$ cat src/rtl/maze_pixel_scanner.sv
`default_nettype none
// ============================================================================
//  Module      : maze_pixel_scanner
//  Description : 640x480@60 VGA timing generator for the maze display path.
//                Produces pixel strobe, x/y counters, syncs, video_on,
//                the current maze cell index and a frame-start strobe.
//  Revision    : 1.0 - initial release
// ============================================================================
module maze_pixel_scanner #(
    parameter int H_DISPLAY = 640,
    parameter int H_FRONT   = 16,
    parameter int H_SYNC    = 96,
    parameter int H_BACK    = 48,
    parameter int V_DISPLAY = 480,
    parameter int V_FRONT   = 10,
    parameter int V_SYNC    = 2,
    parameter int V_BACK    = 33,
    parameter int COLS      = 3,
    parameter int ROWS      = 3,
    parameter int CELL_W    = 214,
    parameter int CELL_H    = 160
) (
    input  logic       clk,
    input  logic       reset,        // asynchronous, active-low
    output logic       pixel_tick,
    output logic [9:0] x_pos,
    output logic [9:0] y_pos,
    output logic       hsync,
    output logic       vsync,
    output logic       video_on,
    output logic [1:0] cell_col,
    output logic [1:0] cell_row,
    output logic       frame_start
);

    localparam int HSUB_W = $clog2(CELL_W);
    localparam int VSUB_W = $clog2(CELL_H);

    localparam logic [9:0] c_H_LAST     = 10'(H_DISPLAY + H_FRONT + H_SYNC + H_BACK - 1);
    localparam logic [9:0] c_V_LAST     = 10'(V_DISPLAY + V_FRONT + V_SYNC + V_BACK - 1);
    localparam logic [9:0] c_H_VIS      = 10'(H_DISPLAY);
    localparam logic [9:0] c_V_VIS      = 10'(V_DISPLAY);
    localparam logic [9:0] c_HS_FIRST   = 10'(H_DISPLAY + H_FRONT);
    localparam logic [9:0] c_HS_LAST    = 10'(H_DISPLAY + H_FRONT + H_SYNC - 1);
    localparam logic [9:0] c_VS_FIRST   = 10'(V_DISPLAY + V_FRONT);
    localparam logic [9:0] c_VS_LAST    = 10'(V_DISPLAY + V_FRONT + V_SYNC - 1);
    localparam logic [1:0] c_COL_LAST   = 2'(COLS - 1);
    localparam logic [1:0] c_ROW_LAST   = 2'(ROWS - 1);
    localparam logic [HSUB_W-1:0] c_HSUB_LAST = HSUB_W'(CELL_W - 1);
    localparam logic [VSUB_W-1:0] c_VSUB_LAST = VSUB_W'(CELL_H - 1);

    // State registers
    logic              r_div;
    logic              r_tick;
    logic [9:0]        r_x;
    logic [9:0]        r_y;
    logic [HSUB_W-1:0] r_hsub;
    logic [VSUB_W-1:0] r_vsub;
    logic [1:0]        r_col;
    logic [1:0]        r_row;
    logic              r_hsync;
    logic              r_vsync;
    logic              r_von;
    logic              r_fs;

    // Next-state values
    logic              w_adv;
    logic              w_x_wrap;
    logic              w_y_wrap;
    logic [9:0]        w_x_nxt;
    logic [9:0]        w_y_nxt;
    logic [HSUB_W-1:0] w_hsub_nxt;
    logic [VSUB_W-1:0] w_vsub_nxt;
    logic [1:0]        w_col_nxt;
    logic [1:0]        w_row_nxt;
    logic              w_hsync_nxt;
    logic              w_vsync_nxt;
    logic              w_von_nxt;

    // Position counters: x steps on every pixel, y steps on each x wrap
    always_comb begin
        w_adv    = r_div;
        w_x_wrap = w_adv && (r_x == c_H_LAST);
        w_y_wrap = w_x_wrap && (r_y == c_V_LAST);
        w_x_nxt  = r_x;
        w_y_nxt  = r_y;
        if (w_adv) begin
            w_x_nxt = w_x_wrap ? 10'd0 : r_x + 10'd1;
        end
        if (w_x_wrap) begin
            w_y_nxt = w_y_wrap ? 10'd0 : r_y + 10'd1;
        end
    end

    // Horizontal cell tracking; a line wrap beats a cell boundary, last column saturates
    always_comb begin
        w_hsub_nxt = r_hsub;
        w_col_nxt  = r_col;
        if (w_x_wrap) begin
            w_hsub_nxt = '0;
            w_col_nxt  = 2'd0;
        end else if (w_adv) begin
            if (r_hsub == c_HSUB_LAST) begin
                w_hsub_nxt = '0;
                if (r_col < c_COL_LAST) begin
                    w_col_nxt = r_col + 2'd1;
                end
            end else begin
                w_hsub_nxt = r_hsub + 1'b1;
            end
        end
    end

    // Vertical cell tracking; steps once per line, frame wrap beats a cell boundary
    always_comb begin
        w_vsub_nxt = r_vsub;
        w_row_nxt  = r_row;
        if (w_y_wrap) begin
            w_vsub_nxt = '0;
            w_row_nxt  = 2'd0;
        end else if (w_x_wrap) begin
            if (r_vsub == c_VSUB_LAST) begin
                w_vsub_nxt = '0;
                if (r_row < c_ROW_LAST) begin
                    w_row_nxt = r_row + 2'd1;
                end
            end else begin
                w_vsub_nxt = r_vsub + 1'b1;
            end
        end
    end

    // Decode from next-state counters so syncs/video_on line up with x_pos/y_pos
    always_comb begin
        w_hsync_nxt = !((w_x_nxt >= c_HS_FIRST) && (w_x_nxt <= c_HS_LAST));
        w_vsync_nxt = !((w_y_nxt >= c_VS_FIRST) && (w_y_nxt <= c_VS_LAST));
        w_von_nxt   = (w_x_nxt < c_H_VIS) && (w_y_nxt < c_V_VIS);
    end

    // Register all state; asynchronous clear to the idle (0,0) position
    always_ff @(posedge clk or negedge reset) begin
        if (!reset) begin
            r_div   <= 1'b0;
            r_tick  <= 1'b0;
            r_x     <= 10'd0;
            r_y     <= 10'd0;
            r_hsub  <= '0;
            r_vsub  <= '0;
            r_col   <= 2'd0;
            r_row   <= 2'd0;
            r_hsync <= 1'b1;
            r_vsync <= 1'b1;
            r_von   <= 1'b0;
            r_fs    <= 1'b0;
        end else begin
            r_div   <= ~r_div;
            r_tick  <= r_div;          // strobe on the divider's 1->0 edge
            r_x     <= w_x_nxt;
            r_y     <= w_y_nxt;
            r_hsub  <= w_hsub_nxt;
            r_vsub  <= w_vsub_nxt;
            r_col   <= w_col_nxt;
            r_row   <= w_row_nxt;
            r_hsync <= w_hsync_nxt;
            r_vsync <= w_vsync_nxt;
            r_von   <= w_von_nxt;
            r_fs    <= w_y_wrap;       // both counters land on (0,0)
        end
    end

    assign pixel_tick  = r_tick;
    assign x_pos       = r_x;
    assign y_pos       = r_y;
    assign hsync       = r_hsync;
    assign vsync       = r_vsync;
    assign video_on    = r_von;
    assign cell_col    = r_col;
    assign cell_row    = r_row;
    assign frame_start = r_fs;

endmodule
`default_nettype wire

$ cat config.mk
export PLATFORM = sky130hd
export DESIGN_NAME = maze_pixel_scanner
export DESIGN_NICKNAME = d
export VERILOG_FILES = /design/src/rtl/maze_pixel_scanner.sv
export SDC_FILE = /design/constraint.sdc
export NUM_CORES = 1
export LEC_CHECK = 0
export CAP_MARGIN = 20
export CORE_MARGIN = 2
export CORE_UTILIZATION = 50
export CTS_CLUSTER_DIAMETER = 60
export CTS_CLUSTER_SIZE = 24
export DETAILED_ROUTE_END_ITERATION = 7
export PLACE_DENSITY_LB_ADDON = 0.12
export SLEW_MARGIN = 10
export SYNTH_ARGS = -nofsm -noshare
export SYNTH_HDL_FRONTEND = slang
export SYNTH_SLANG_ARGS = --single-unit
$ cat constraint.sdc
create_clock -name clk -period 3.37 [get_ports clk]
set_input_delay 0.674 -clock clk [delete_from_list [all_inputs] [get_ports clk]]
set_output_delay 0.674 -clock clk [all_outputs]
set_load 0.01 [all_outputs]
==> flow_summary.json, run 1 <==
{
  "postRouteAntennaNets": 0,
  "ys_seq_elements": 46,
  "final_cells": 321,
  "cts_tree": "done",
  "reg2reg_from": "x_pos[5]$_DFF_PN0_",
  "drt-total-wl_microns": 4550,
  "p_int_uw": 698.2,
  "path_class": "flop to flop",
  "dieHeight_microns": 71.27,
  "crit_fanout": 9,
  "power.switching_uw": 192.0,
  "reg2reg_depth": 7,
  "nets": 276,
  "relSlewSlack_pct": 57.77,
  "grt_pass1_wl_microns": 8004,
  "die_w_microns": 71.27,
  "pwr-share-comb_pct": 1.5,
  "avgSynthCellArea_sq_um": 9.626,
  "status": "complete, no violations",
  "synth.yosys.seq_area_share_pct": 51.00,
  "grt_max_degree": 47,
  "dp_cells": 312,
  "gp_congestion": 0.8023,
  "via_per_inst": 5.555,
  "syn2layout_area_growth_pct": 19.80,
  "drive_above_1_share_pct": 7.807,
  "setup_violations": 0,
  "p_sw_share_pct": 21.56,
  "hold_slack_ns": 0.2446,
  "slew_violations": 0,
  "leakage_nw": 1.162,
  "regArea_sq_um": 1154,
  "synth_cells": 235,
  "cts_setup_buffers": 0,
  "hold_viol_final": 0,
  "final.setup.tns_ns": 0,
  "cts_htree_levels": 2,
  "grt_pass1_vias": 1757,
  "antenna_found_initial": 0,
  "ys.warnings.count": 0,
  "cp_data_required_time_ns": 3.59,
  "cp-startpoint": "x_pos[5]$_DFF_PN0_",
  "clockRootBuffer": "clkbuf_8",
  "ctsResizeCount": 0,
  "dp_hpwl_microns": 3252,
  "ctsLongestPathBuffers": 2,
  "clk_pin_slew_worst_paths_ns": 0.08,
  "power.density_nw_per_um2": 328.5,
  "drt-pass1-iter-count": 4,
  "hold_class": "input port to asynchronous set/reset pin",
  "skew_ns": 0.006270,
  "clock_latency_ns": 0.30,
  "power.share.clock_pct": 36.6,
  "syn_area_sq_um": 2262,
  "post-place-ws_ns": 0.8514,
  "first_iter_violations": 85,
  "ir_drop_mv": 0.1686,
  "timing.final.ws_setup_ns": 0.8091,
  "fmax_mhz": 390.5,
  "p_seq_share_pct": 61.9,
  "die_area_sq_um": 5079,
  "critPathArrivalTime_ns": 2.78,
  "nFillCells": 379,
  "port_buffers": 30,
  "grt_remaining_overflow": 0,
  "hold_buffers": 0,
  "critPathLaunchType": "flop",
  "rsz0062_at_grt": "no",
  "diodes": 0,
  "max-cap-violations": 0,
  "clock_sinks": 46,
  "rows": 24,
  "initial_core_util_pct": 51.95,
  "synth_cell_type_count": 38,
  "cp-end-kind": "flop",
  "multi_input_area_sq_um": 1037,
  "period_minus_slack_ns": 2.561,
  "grt_usage_pct": 19.85,
  "drcViolationCount": 0,
  "post-route-period-util_pct": 75.99,
  "cts_buffers": 5,
  "synth_fp_nets": 243,
  "wire_per_inst_microns": 14.17,
  "ios": 31,
  "design_area_sq_um": 2710,
  "tightest_slew_ns": 0.6246,
  "core_sq_um": 4354,
  "placed_area_sq_um": 2608,
  "vias": 1783
}
==> synth_stat cells (all sizes together) <==
library cell / n / area [sq um]
and3: 8 / 50.05
o22a: 1 / 8.760
nand3b: 1 / 7.510
o21ai: 15 / 75.07
ha: 6 / 75.07
nand2: 30 / 112.6
dfstp: 2 / 52.55
a21oi: 5 / 25.02
and4: 4 / 35.03
nand4: 9 / 56.30
a31oi: 2 / 12.51
xor2: 9 / 78.83
and3b: 1 / 10.01
nor2b: 1 / 6.260
nand4b: 1 / 8.760
or3: 3 / 18.77
nand2b: 4 / 25.02
dfrtp: 44 / 1101
clkbuf: 7 / 26.28
o22ai: 3 / 18.77
buf: 1 / 11.26
nor4: 2 / 12.51
o31ai: 3 / 22.52
xnor2: 7 / 61.31
o2bb2ai: 1 / 8.760
and2: 1 / 6.260
or2: 1 / 6.260
nor4b: 1 / 8.760
nor2: 19 / 71.32
a21o: 2 / 15.01
mux2: 3 / 33.78
nand3: 19 / 95.09
or4: 3 / 30.03
o21a: 1 / 7.510
nor3: 5 / 25.02
inv: 9 / 33.78
a22o: 1 / 8.760
==> cell families after synthesis <==
| group | Yosys count | share of synthesized area [%] |
|---|---|---|
| and+or+nand+nor | 113 | 25.89 |
| DFF | 46 | 51.00 |
| AOI/OAI and AO/OA | 34 | 8.960 |
| buffers and inverters | 17 | 3.153 |
| xor gates and xnor gates | 16 | 6.195 |
| adders and majority gates | 6 | 3.318 |
| muxes | 3 | 1.493 |
==> worst paths after layout <==
| check | slack (ns) | end |
|---|---|---|
| worst max-delay path | 0.81 | vsync$_DFF_PN1_ |
| worst min-delay path | 0.24 | r_vsub[2]$_DFFE_PN0P_ |
| worst max register to register | 0.81 | vsync$_DFF_PN1_ |
| worst min register to register | 0.51 | r_vsub[1]$_DFFE_PN0P_ |
| max in group asynchronous | 2.59 | vsync$_DFF_PN1_ |
| min in group clk | 0.51 | r_vsub[1]$_DFFE_PN0P_ |
==> cell type report <==
class / instances / area share, %
timing repair buffer: 34 / 12.47
multi-input combinational: 172 / 38.27
clock inverter: 2 / 0.3693
tap: 52 / 2.401
inverter: 9 / 1.247
clock buffer: 6 / 2.678
sequential: 46 / 42.57
==> metal layers <==
layer	wire length, microns	vias to the layer above	GRT usage (%)
li1	-	891	-
met1	2152	850	26.30
met2	2146	40	31.69
met3	222	2	5.626
met4	28	0	6.499
met5	0	-	0
==> sequential cells by signal, summed over array words and instances (netlist names) <==
signal,flops
x_pos,10
y_pos,10
r_hsub,8
r_vsub,8
cell_col,2
cell_row,2
frame_start,1
hsync,1
pixel_tick,1
r_div,1
video_on,1
vsync,1
==> per-stage QoR <==
step / util, % / total power [mW]
finish: 62.24 / 0.8902
global route: 62.24 / 0.9216
floorplan: - / 0.5626
CTS: 61.78 / 0.8980
detailed placement: 59.89 / 0.5740
global placement: 59.89 / 0.5741
==> layout by cell type (no fill, tap or decap), types with 2 or more instances in the layout <==
cell             instances
a21o_1                   2
a21oi_1                  5
a31oi_1                  2
and3_1                   8
and4_1                   4
buf_4                    3
clkbuf_8                 5
clkdlybuf4s50_1         29
clkinv_2                 2
dfrtp_1                 44
dfstp_2                  2
ha_1                     6
inv_1                    9
mux2_2                   3
nand2_1                 30
nand2b_1                 4
nand3_1                 19
nand4_1                  9
nor2_1                  19
nor3_1                   5
nor4_1                   2
o21ai_0                 15
o22ai_1                  3
o31ai_1                  3
or3_1                    3
or4_4                    2
xnor2_1                  7
xor2_1                   9
==> critical path: stages (launching register included) <==
cell and delay, ns:
dfrtp_1 0.43, nor4b_1 0.59, nand4_1 0.36, buf_4 0.28
a21o_1 0.15, nand2_1 0.06, o31ai_1 0.09, or4_1 0.52
==> power groups by stage <==
stage	clock network, mW	registers, mW	logic (mW)
6_report	0.325	0.551	0.0134
5_1_grt	0.354	0.552	0.0163
4_1_cts	0.335	0.552	0.0115
3_5_place_dp	0	0.562	0.0115
3_3_place_gp	0	0.562	0.0116
2_1_floorplan	0	0.563	0.000000394
No activity file was read; power rests on OpenSTA's default activity.
==> run 2, diff against run 1 <==
clock period = 2.6 ns   (was 3.37 ns; I/O delays follow)
==> run 2 against run 1 <==
Sequential cell count unchanged; first-iteration DRC count up 15%; critical path depth down 1; sequential share of layout area down 0.52 points; clock power up 25%; cell count up 1.9%; sequential power up 30%; non-clock buffer count up 7; highest routed layer unchanged; cell area up 1.2%; die area unchanged; global-route usage up 0.29 points.
==> flow_summary.json, run 2 (synthesis gave the netlist of run 1 again) <==
{
  "grtUsageMet3_pct": 3.938,
  "cp-startpoint": "y_pos[6]$_DFF_PN0_",
  "dp_hpwl_microns": 3334,
  "critPathSlowestCell": "or4_4",
  "power.density_nw_per_um2": 414.1,
  "final_common_cell": "dfrtp_1",
  "dieHeight_microns": 71.27,
  "postRouteAntennaNets": 0,
  "cp_data_required_time_ns": 2.81,
  "syn2layout_area_growth_pct": 21.29,
  "ios": 31,
  "reg2reg_to": "vsync$_DFF_PN1_",
  "drt-pass1-iter-count": 5,
  "path_class": "flop to flop",
  "slew_violations": 0,
  "via_per_inst": 5.694,
  "nFillCells": 385,
  "grt.busiest_layer": "met2",
  "grt_max_degree": 24,
  "clock_sinks": 46,
  "tightest_slew_ns": 0.6016,
  "r2r_slack_ns": 0.17,
  "critPathArrivalTime_ns": 2.64,
  "vias": 1862,
  "clock_latency_ns": 0.29,
  "critPathLaunchType": "flop",
  "met1_usage_pct": 26.93,
  "fin_total_pwr_mw": 1.136,
  "grt_pass1_vias": 1821,
  "initial_core_util_pct": 51.95,
  "reg2reg_from": "y_pos[6]$_DFF_PN0_",
  "grt_usage_pct": 20.14,
  "path_cells": "or4_4, or4_4, a21o_1, nand2_1, o31ai_1, or4_1",
  "rows": 24,
  "drive_above_1_share_pct": 9.455,
  "nets": 283,
  "clk_pin_slew_worst_paths_ns": 0.08,
  "post-route-period-util_pct": 93.43,
  "drt-total-wl_microns": 4533,
  "ctsLongestPathBuffers": 2,
  "design_area_sq_um": 2744,
  "cts_htree_levels": 2,
  "critical-path-top-delay-family": "simple AND/OR/NAND/NOR gates",
  "gp_congestion": 0.7723,
  "cts_buffers": 5,
  "endpoint": "vsync$_DFF_PN1_",
  "timing.final.ws_setup_ns": 0.1709,
  "status": "complete, no violations",
  "relSlewSlack_pct": 59.52,
  "fmax_mhz": 411.7,
  "reg2reg_depth": 6,
  "slowest_delay_ns": 0.55,
  "period_minus_slack_ns": 2.429,
  "hold_buffers": 0,
  "clockRootBuffer": "clkbuf_8",
  "max-cap-violations": 0,
  "hold_class": "input port to asynchronous set/reset pin",
  "met2_usage_pct": 31.79,
  "die_area_sq_um": 5079,
  "crit_cells": 6,
  "mostFrequentLayoutCells": "44 x dfrtp_1, 30 x nand2_1, 29 x clkdlybuf4s50_1",
  "wire_per_inst_microns": 13.86,
  "crit_fanout": 5,
  "final_util_pct": 63.02,
  "ir_drop_mv": 0.2689,
  "final.setup.tns_ns": 0,
  "port_buffers": 30,
  "cp-end-kind": "flop",
  "hold_viol_final": 0,
  "path_buf_inv": 0,
  "rsz0062_at_grt": "no",
  "ctsResizeCount": 0,
  "grt_remaining_overflow": 0,
  "skew_ns": 0.004343,
  "leakage_nw": 1.186,
  "die_w_microns": 71.27,
  "antenna_found_initial": 0,
  "cpMostUsedCell": "or4_4",
  "post-place-ws_ns": 0.1835,
  "first_iter_violations": 98,
  "cts_setup_buffers": 0,
  "core_sq_um": 4354,
  "drcViolationCount": 0,
  "diodes": 0,
  "setup_violations": 0,
  "grt_pass1_wl_microns": 8093,
  "cts_tree": "done",
  "placed_area_sq_um": 2668
}
[run 2: cell count changes in the layout (fill, tap and decap cells not counted), sizes merged]
cell    before  now
buf          5   12
clkinv       2    0
clkbuf       6    7
[run 2: through the flow]
stage / hold slack, ns / cells
after global routing: 0.1088 / 327
after floorplan: 0.2244 / 235
after CTS: 0.09635 / 327
after detailed placement: 0.4192 / 320
final: 0.09734 / 327
after global placement: 0.4201 / 320
[run 2: where the power goes]
| group | internal [mW] | total (mW) | switching, mW |
|---|---|---|---|
| combinational | 0.00251 | 0.0161 | 0.0136 |
| clock | 0.185 | 0.405 | 0.220 |
| sequential | 0.715 | 0.715 | 0 |
| total | 0.903 | 1.14 | 0.234 |
[run 2: how the worst min path moves through the flow]
stage / start / to / slack [ns] / depth (start not counted)
2_1_floorplan: reset / cell_col[0]$_DFFE_PN0P_ / 0.22 / 0
6_report: reset / r_vsub[6]$_DFFE_PN0P_ / 0.1 / 1
4_1_cts: reset / y_pos[7]$_DFF_PN0_ / 0.1 / 1
3_3_place_gp: reset / r_vsub[6]$_DFFE_PN0P_ / 0.42 / 1
3_5_place_dp: reset / r_vsub[6]$_DFFE_PN0P_ / 0.42 / 1
5_1_grt: reset / cell_row[1]$_DFFE_PN0P_ / 0.11 / 1
[run 2: per-layer routing]
layer	up-vias	share of wire, %
li1	903	-
met1	905	48
met2	47	46
met3	7	4.1
met4	0	1.8
met5	-	0
[run 2: layout make-up]
class,instances,area [sq um],area share (%)
multi-input combinational,172,1037,37.80
timing repair buffer,41,377.9,13.77
sequential,46,1154,42.04
inverter,9,33.78,1.231
clock buffer,7,76.32,2.782
tap,52,65.06,2.371
[run 2: worst reg2reg max path: cells and delay by family, from the launching register on]
| family | cells | cell delay [ns] |
|---|---|---|
| flops | 1 | 0.43 |
| compound gates | 2 | 0.26 |
| simple gates | 4 | 1.66 |
==> run 3, diff against run 2 <==
DONT_BUFFER_PORTS = 1   (was unset)
==> run 3 against run 2 <==
Global-route usage decreased by 0.67 points; via count decreased by 9.2%; clock skew increased by 0.0017 ns; first-iteration DRC count is 8.2% lower; largest cell class unchanged.
==> flow_summary.json, run 3 (synthesis gave the netlist of run 1 again) <==
{
  "status": "complete, no violations",
  "drive_above_1_share_pct": 12.45,
  "rows": 24,
  "reg2reg_from": "y_pos[5]$_DFF_PN0_",
  "top_layer": "met4",
  "dp_hpwl_microns": 3089,
  "period_minus_slack_ns": 2.376,
  "wl_met2_microns": 1960,
  "grt_pass1_vias": 1687,
  "tightest_slew_ns": 0.5228,
  "fmax_mhz": 420.9,
  "ctsLongestPathBuffers": 2,
  "cts_tree": "done",
  "final.setup.tns_ns": 0,
  "path_class": "flop to flop",
  "setup_violations": 0,
  "grt_usage_pct": 19.47,
  "cts_setup_buffers": 0,
  "slew_violations": 0,
  "reg2reg_to": "vsync$_DFF_PN1_",
  "clock_latency_ns": 0.30,
  "hold_viol_final": 0,
  "clk_pin_slew_worst_paths_ns": 0.08,
  "hold_class": "input port to asynchronous set/reset pin",
  "ctsResizeCount": 0,
  "drt-total-wl_microns": 4410,
  "rsz0062_at_grt": "no",
  "postRouteAntennaNets": 0,
  "via_per_inst": 5.615,
  "r2r_slack_ns": 0.22,
  "cts_htree_levels": 2,
  "cp-end-kind": "flop",
  "relSlewSlack_pct": 64.82,
  "cts_buffers": 5,
  "die_w_microns": 71.27,
  "post-route-period-util_pct": 91.39,
  "wl_met3_microns": 190,
  "final_common_cell": "dfrtp_1",
  "skew_ns": 0.006012,
  "vias": 1690,
  "port_buffers": 0,
  "drt-pass1-iter-count": 4,
  "grt_pass1_wl_microns": 7817,
  "drcViolationCount": 0,
  "clockRootBuffer": "clkbuf_8",
  "wire_per_inst_microns": 14.65,
  "critPathArrivalTime_ns": 2.59,
  "gp_congestion": 0.7482,
  "antenna_found_initial": 0,
  "diodes": 0,
  "ios": 31,
  "final_util_pct": 57.79,
  "die_area_sq_um": 5079,
  "grt_remaining_overflow": 0,
  "nets": 256,
  "core_sq_um": 4354,
  "clock_sinks": 46,
  "power.density_nw_per_um2": 496.7,
  "initial_core_util_pct": 51.95,
  "hold_buffers": 1,
  "cp-startpoint": "y_pos[5]$_DFF_PN0_",
  "grt_max_degree": 45,
  "met1Wirelength_microns": 2202,
  "max-cap-violations": 0,
  "cp_data_required_time_ns": 2.82,
  "critPathLaunchType": "flop",
  "ir_drop_mv": 0.3273,
  "reg2reg_depth": 6,
  "endpoint": "vsync$_DFF_PN1_",
  "crit_fanout": 3,
  "dieHeight_microns": 71.27,
  "leakage_nw": 1.121,
  "syn2layout_area_growth_pct": 11.23,
  "first_iter_violations": 90,
  "mostFrequentLayoutCells": "44 x dfrtp_1, 30 x nand2_1, 19 x nor2_1, 19 x nand3_1, 15 x o21ai_0"
}
## run 3: worst min-delay path by stage
stage	cells past startpoint	slack, ns	end	start
finish	0	0.06	hsync$_DFF_PN1_	reset
global route	0	0.03	hsync$_DFF_PN1_	reset
CTS	0	0.04	hsync$_DFF_PN1_	reset
detailed placement	0	0.23	r_vsub[5]$_DFFE_PN0P_	reset
global placement	0	0.23	r_vsub[5]$_DFFE_PN0P_	reset
floorplan	0	0.22	cell_col[0]$_DFFE_PN0P_	reset
## run 3: cell type report
cell class | instances | area, sq um
Multi-Input combinational cell | 172 | 1037
Inverter | 9 | 33.78
Tap cell | 52 | 65.06
Clock inverter | 3 | 40.04
Sequential cell | 46 | 1154
Clock buffer | 5 | 68.82
Fill cell | 380 | 1838
Timing Repair Buffer | 14 | 117.6
## run 3: stage by stage
step                      hold WS [ns]  instances  worst slack, ns  total power [mW]  instance area [sq um]
final                          0.05784        301           0.2240             1.250                   2516
after global routing           0.02817        301          0.01564             1.302                   2516
after CTS                      0.04072        301           0.2216             1.272                   2516
after detailed placement        0.2257        292           0.2342            0.7292                   2387
after global placement          0.2256        292           0.2568            0.7292                   2387
after floorplan                 0.2244        235          0.07370            0.7292                   2262
## run 3: report_power, final
part	internal [mW]	leakage, nW	total (mW)	switching, mW
registers	0.715	0.607	0.715	0
clock network	0.283	0.0579	0.519	0.236
logic	0.00322	0.456	0.0158	0.0126
## run 3: routing by layer
| layer | vias to the layer above | GRT usage [%] |
|---|---|---|
| li1 | 853 | - |
| met1 | 806 | 26.11 |
| met2 | 25 | 30.04 |
| met3 | 6 | 6.610 |
| met4 | 0 | 6.080 |
| met5 | - | 0 |
## run 3: worst max-delay path, stage by stage (launching register included)
cell and delay [ns]:
dfrtp_1 0.38, or4_4 0.56, or4_4 0.53, a21o_1 0.17
nand2_1 0.06, o31ai_1 0.09, or4_1 0.53
